`config.mk`:
```
export PLATFORM = sky130hd
export DESIGN_NAME = status_register
export DESIGN_NICKNAME = d
export VERILOG_FILES = /design/src/rtl/arm_pkg.sv /design/src/rtl/flag_merge.sv /design/src/rtl/status_register.sv
export SDC_FILE = /design/constraint.sdc
export NUM_CORES = 1
export LEC_CHECK = 0
export ABC_AREA = 1
export CAP_MARGIN = 15
export CORE_MARGIN = 1
export CORE_UTILIZATION = 34
export CTS_CLUSTER_SIZE = 10
export DETAILED_ROUTE_END_ITERATION = 8
export GPL_TIMING_DRIVEN = 0
export PLACE_DENSITY = 0.73
export SKIP_LAST_GASP = 1
export SYNTH_ARGS = -nofsm -noshare
export SYNTH_HDL_FRONTEND = slang
export SYNTH_SLANG_ARGS = --single-unit
```
`constraint.sdc`:
```
create_clock -name clk -period 0.8 [get_ports clk]
set_clock_uncertainty 0.05 [all_clocks]
set_input_delay 0.12 -clock clk [delete_from_list [all_inputs] [get_ports clk]]
set_output_delay 0.12 -clock clk [all_outputs]
set_load 0.02 [all_outputs]
```
`src/rtl/arm_pkg.sv`:
```
// ---------------------------------------------------------------------------
// arm_pkg
// Definitions shared by the ARM core's flag logic:
//   FLAG_W          width of the NZCV status word
//   N/Z/C/V_BIT     bit positions of each flag inside the status word
//   MASK_ALL        write mask for compare and arithmetic ops (all four flags)
//   MASK_NZC        write mask for logical ops with S (V is kept)
//   slot_state_t    state of the one-deep exception save slot
// ---------------------------------------------------------------------------
package arm_pkg;

  localparam int FLAG_W = 4;

  localparam int N_BIT = 3;
  localparam int Z_BIT = 2;
  localparam int C_BIT = 1;
  localparam int V_BIT = 0;

  localparam logic [FLAG_W-1:0] MASK_ALL = 4'b1111;
  localparam logic [FLAG_W-1:0] MASK_NZC = 4'b1110;

  typedef enum logic {
    SLOT_EMPTY = 1'b0,
    SLOT_HELD  = 1'b1
  } slot_state_t;

endpackage : arm_pkg

```
`src/rtl/flag_merge.sv`:
```
// ---------------------------------------------------------------------------
// flag_merge
// Combinational masked merge of a flag word. Each output bit comes from
// new_flags where the mask bit is set and from base where it is clear.
// Ports:
//   base       current flag word
//   new_flags  candidate flag word
//   mask       per-bit select, 1 = take new_flags
//   merged     result
// ---------------------------------------------------------------------------
module flag_merge #(
  parameter int W = 4
) (
  input  logic [W-1:0] base,
  input  logic [W-1:0] new_flags,
  input  logic [W-1:0] mask,
  output logic [W-1:0] merged
);

  assign merged = (new_flags & mask) | (base & ~mask);

endmodule : flag_merge

```
`src/rtl/status_register.sv`:
```
// ---------------------------------------------------------------------------
// status_register
// Architectural NZCV register sitting in front of the condition-check stage.
// Captures ALU flags from flag-setting EXE instructions with per-flag write
// masking, holds across stalls and flushes, and keeps a one-deep save slot
// for exception entry/return.
//
// Save slot states:
//   state      | meaning
//   SLOT_EMPTY | no saved flags; restore only raises restore_err
//   SLOT_HELD  | slot holds flags from the last save; restore copies them back
//
// Ports:
//   clk              rising-edge clock
//   rst_n            synchronous active-low reset
//   alu_flags[3:0]   new flags from the ALU, {N,Z,C,V}
//   flag_mask[3:0]   per-flag write enable, same order
//   s_bit            EXE instruction sets flags
//   exe_valid        EXE holds a real instruction
//   stall            EXE frozen this cycle
//   flush            EXE instruction squashed this cycle
//   save             exception entry, live flags -> slot
//   restore          exception return, slot -> live flags
//   status[3:0]      registered live flags
//   condition_check  live flags with same-cycle EXE update bypassed in
//   carry_in         registered C flag for ADC/SBC/RSC
//   saved_valid      slot holds data
//   restore_err      one-cycle pulse after a restore against an empty slot
// ---------------------------------------------------------------------------
module status_register #(
  parameter int FLAG_W = 4
) (
  input  logic              clk,
  input  logic              rst_n,
  input  logic [FLAG_W-1:0] alu_flags,
  input  logic [FLAG_W-1:0] flag_mask,
  input  logic              s_bit,
  input  logic              exe_valid,
  input  logic              stall,
  input  logic              flush,
  input  logic              save,
  input  logic              restore,
  output logic [FLAG_W-1:0] status,
  output logic [FLAG_W-1:0] condition_check,
  output logic              carry_in,
  output logic              saved_valid,
  output logic              restore_err
);

  import arm_pkg::slot_state_t;
  import arm_pkg::SLOT_EMPTY;
  import arm_pkg::SLOT_HELD;
  import arm_pkg::C_BIT;

  logic [FLAG_W-1:0] status_q;
  logic [FLAG_W-1:0] slot_q;
  slot_state_t       slot_state;
  logic              err_q;

  logic              upd;
  logic              restore_hit;
  logic [FLAG_W-1:0] upd_merged;
  logic [FLAG_W-1:0] upd_val;
  logic [FLAG_W-1:0] live_next;

  assign upd         = s_bit & exe_valid & ~stall & ~flush;
  assign restore_hit = restore & (slot_state == SLOT_HELD);

  flag_merge #(.W(FLAG_W)) u_upd_merge (
    .base      (status_q),
    .new_flags (alu_flags),
    .mask      (flag_mask),
    .merged    (upd_merged)
  );

  assign upd_val = upd ? upd_merged : status_q;

  // Restore overrides the whole word, so the same merge is reused with an
  // all-or-nothing mask; this gives restore priority over a same-cycle update.
  flag_merge #(.W(FLAG_W)) u_restore_merge (
    .base      (upd_val),
    .new_flags (slot_q),
    .mask      ({FLAG_W{restore_hit}}),
    .merged    (live_next)
  );

  always_ff @(posedge clk) begin
    if (!rst_n) begin
      status_q   <= '0;
      slot_q     <= '0;
      slot_state <= SLOT_EMPTY;
      err_q      <= 1'b0;
    end else begin
      status_q <= live_next;

      // Slot always captures the pre-update, pre-restore live value.
      if (save) begin
        slot_q <= status_q;
      end

      // save wins the state: HELD stays HELD on save+restore, EMPTY+save+restore
      // is a plain save without error.
      if (save) begin
        slot_state <= SLOT_HELD;
      end else if (restore) begin
        slot_state <= SLOT_EMPTY;
      end

      err_q <= restore & ~save & (slot_state == SLOT_EMPTY);
    end
  end

  assign status          = status_q;
  assign condition_check = upd_val;
  assign carry_in        = status_q[C_BIT];
  assign saved_valid     = (slot_state == SLOT_HELD);
  assign restore_err     = err_q;

endmodule : status_register
```
==> flow_summary.toml <==
[global_route]
first_global_vias = 518
antenna_found_initial = 0
grt_first_pass_wirelength_um = 1950
grt_max_degree = 9
grt_overflow = 0
grt.total_usage_pct = 18.0

[routing]
wl_per_cell_um = 10.7
drt-pass1-iter-count = 4
vias = 656
drc_errors = 0
routed_wl_um = 1500
vias_per_cell = 4.65
ant_nets = 0
drtIter0Drc = 10

[worst_setup_path]
critical_path.startpoint = "status[2]"
worstPathCellList = "nand2_2 -> nand2_1 -> nand2_2 -> nand2_2 -> buf_6"
cp.required_ns = 0.63
criticalPathCategory = "flip-flop to output pin"
end_kind = "output pin"
arrival_ns = 1.00
crit_top_cell = "nand2_2"
critPathLaunchType = "flip-flop"
critPathSlowestCell = "dfxtp_4"
reg2reg_from = "status[2]"
worstPathMaxFanout = 3
slowest_delay_ns = 0.37

[finish]
seq_area_um2 = 220
finalNetCount = 143
post_route_cells_drive_above_1_share_pct = 46.8
n_antenna_cell = 0
num-fill-cells = 112
syn2layout_area_growth_pct = 96.7
multi_input_area_um2 = 337
final_core_util_pct = 75.8

[power]
power.ir.vdd_worst_v = 0.00106
fin_total_pwr_uw = 1310
p_comb_share_pct = 30.6
switchingPower_uw = 385
intPower_uw = 925
netSwitchingFraction_pct = 29.4
p_leak_uw = 0.000569
power_frac_clock_pct = 27.1
power_density_nw_per_um2 = 1260
seqPwrFrac_pct = 42.4

[sta]
fin_crit_ns = 1.17
slew_headroom_pct = 84.2
rsz0062_at_grt = "true"
whs_ns = 0.269
period_share_pct = 147
timing.fmax_mhz = 853
maxSlewViolCount = 0
final-setup-viol-count = 16
worst_slew_pin_slew_ns = 0.237
layout_setup_ws_ns = -0.373
final-hold-violation-count = 0

[clocking]
root_buffer = "clkbuf_4"
cts_tree = "yes"
cts_hold_buf = 0
cts_made_buffers = 3
clk_pin_slew_ns = 0.06
clk_latency_ns = 0.26
htreeDepth = 1
clockBufferDepth = 2
cts_sinks = 10

[yosys]
ys_seq_area_share_pct = 38.0
yosysTopAreaCell = "dfxtp_1"
ys_warn_count = 0
syn_avg_cell_area_um2 = 6.20
syn-num-nets = 101
synth_cell_type_count = 12
synthCells = 85
synth_seq_cells = 10
syn_area_um2 = 527
ys_top_cells_by_area = "dfxtp_1 38%, nand2_1 21%, inv_1 11%"
netlist.area_leader.share_pct = 38.0

[floorplan]
fp.dieH_um = 41.4
dieWidth_um = 41.4
start_util_pct = 38.6
core.rowCount = 13
ioPinCount = 27
fp.coreArea_um2 = 1370
die-area_um2 = 1710

[placed_design]
hpwl_um = 905
globalplace.congestion = 0.771
port_buffers = 26
place_ws_ns = -0.955

[min_path]
hold_start = "rst_n"
hp-class = "input pin to flip-flop"

[status]
violations = "negative setup slack"
outcome = "finished, violations left"

[run]
max_cap_violations = 0
-- power groups by stage --
stage / combinational [uW] / clock, uW / sequential, uW
detailed placement: 324 / 0 / 558
global route: 435 / 398 / 558
CTS: 357 / 370 / 548
global placement: 320 / 0 / 557
finish: 400 / 354 / 555
floorplan: 137 / 0 / 575
-- critical path: cells and delay by family (launching register included) --
| kind | cells | cell delay, ns |
|---|---|---|
| buffers and inverters | 1 | 0.11 |
| flip-flops | 1 | 0.37 |
| AND/OR/NAND/NOR | 4 | 0.26 |
-- flip-flops by register name, indices dropped and copies added, names as in the netlist --
name         cells
restore_err      1
saved_valid      1
slot_q           4
status           4
-- path summary, 6_finish.rpt --
check / end / slack, ns / cells after the start
setup / recovery: condition_check[2] / -0.37 / 5
hold / removal: saved_valid / 0.27 / 3
setup reg to reg: slot_q[2] / -0.16 / 5
hold reg to reg: slot_q[0] / 0.42 / 2
-- synthesized netlist by cell type --
cell type and instances:
nor2_1 9, nor3_1 1, nand2_2 3, nand3_1 4, buf_4 1, inv_1 16
dfxtp_1 10, o21ai_0 5, nor2_4 1, nand2_1 29, a21oi_1 5, nand2_4 1
-- kinds of logic after synthesis --
| family | after synthesis | synth area share (%) |
|---|---|---|
| and+or+nand+nor | 48 | 39.7 |
| buffers and inverters | 17 | 12.8 |
| DFF | 10 | 38.0 |
| AOI/OAI and AO/OA | 10 | 9.50 |
-- final cells by class --
cell class              instances  area share, %
repair buffers                 37           35.0
multi-input cells              58           32.5
flip-flops and latches         10           21.3
clock buffers                   4           2.54
inverters                      16           5.80
plain buffers                   1           1.09
well taps                      15           1.81
-- what timing repair did --
item,4_1_cts,5_1_grt
hold endpoints to repair,0,0
setup buffers,9,4
endpoints found under the setup margin,20,16
pin swaps,11,6
resized for setup,90,16
-- stage by stage --
stage	instances	cell area [um^2]	setup TNS (ns)
floorplan	85	556	-0.179
global placement	126	835	-9.34
detailed placement	126	835	-9.64
CTS	138	961	-3.26
global route	141	1040	-3.92
finish	141	1040	-3.29
-- cells in the final DEF (no fill, tap or decap), types with 2 or more instances in the layout --
cell type	n
a21oi_1	4
buf_4	4
buf_6	18
clkbuf_4	3
clkdlybuf4s50_1	4
dfxtp_1	4
dfxtp_4	5
dlygate4sd2_1	11
inv_1	14
inv_2	2
nand2_1	15
nand2_2	17
nand3_2	3
nor2_1	7
nor2_4	3
o21ai_0	5
-- layer usage --
metal / track usage, % / wire length, um / share of wire (%) / vias to the layer above
met5: 0 / 0 / 0 / -
met4: 12.1 / 8 / 0.53 / 0
met3: 3.19 / 100 / 6.7 / 2
met2: 34.0 / 791 / 53 / 21
met1: 17.6 / 601 / 40 / 296
li1: - / - / - / 337
No activity file was read; power rests on OpenSTA's default activity.
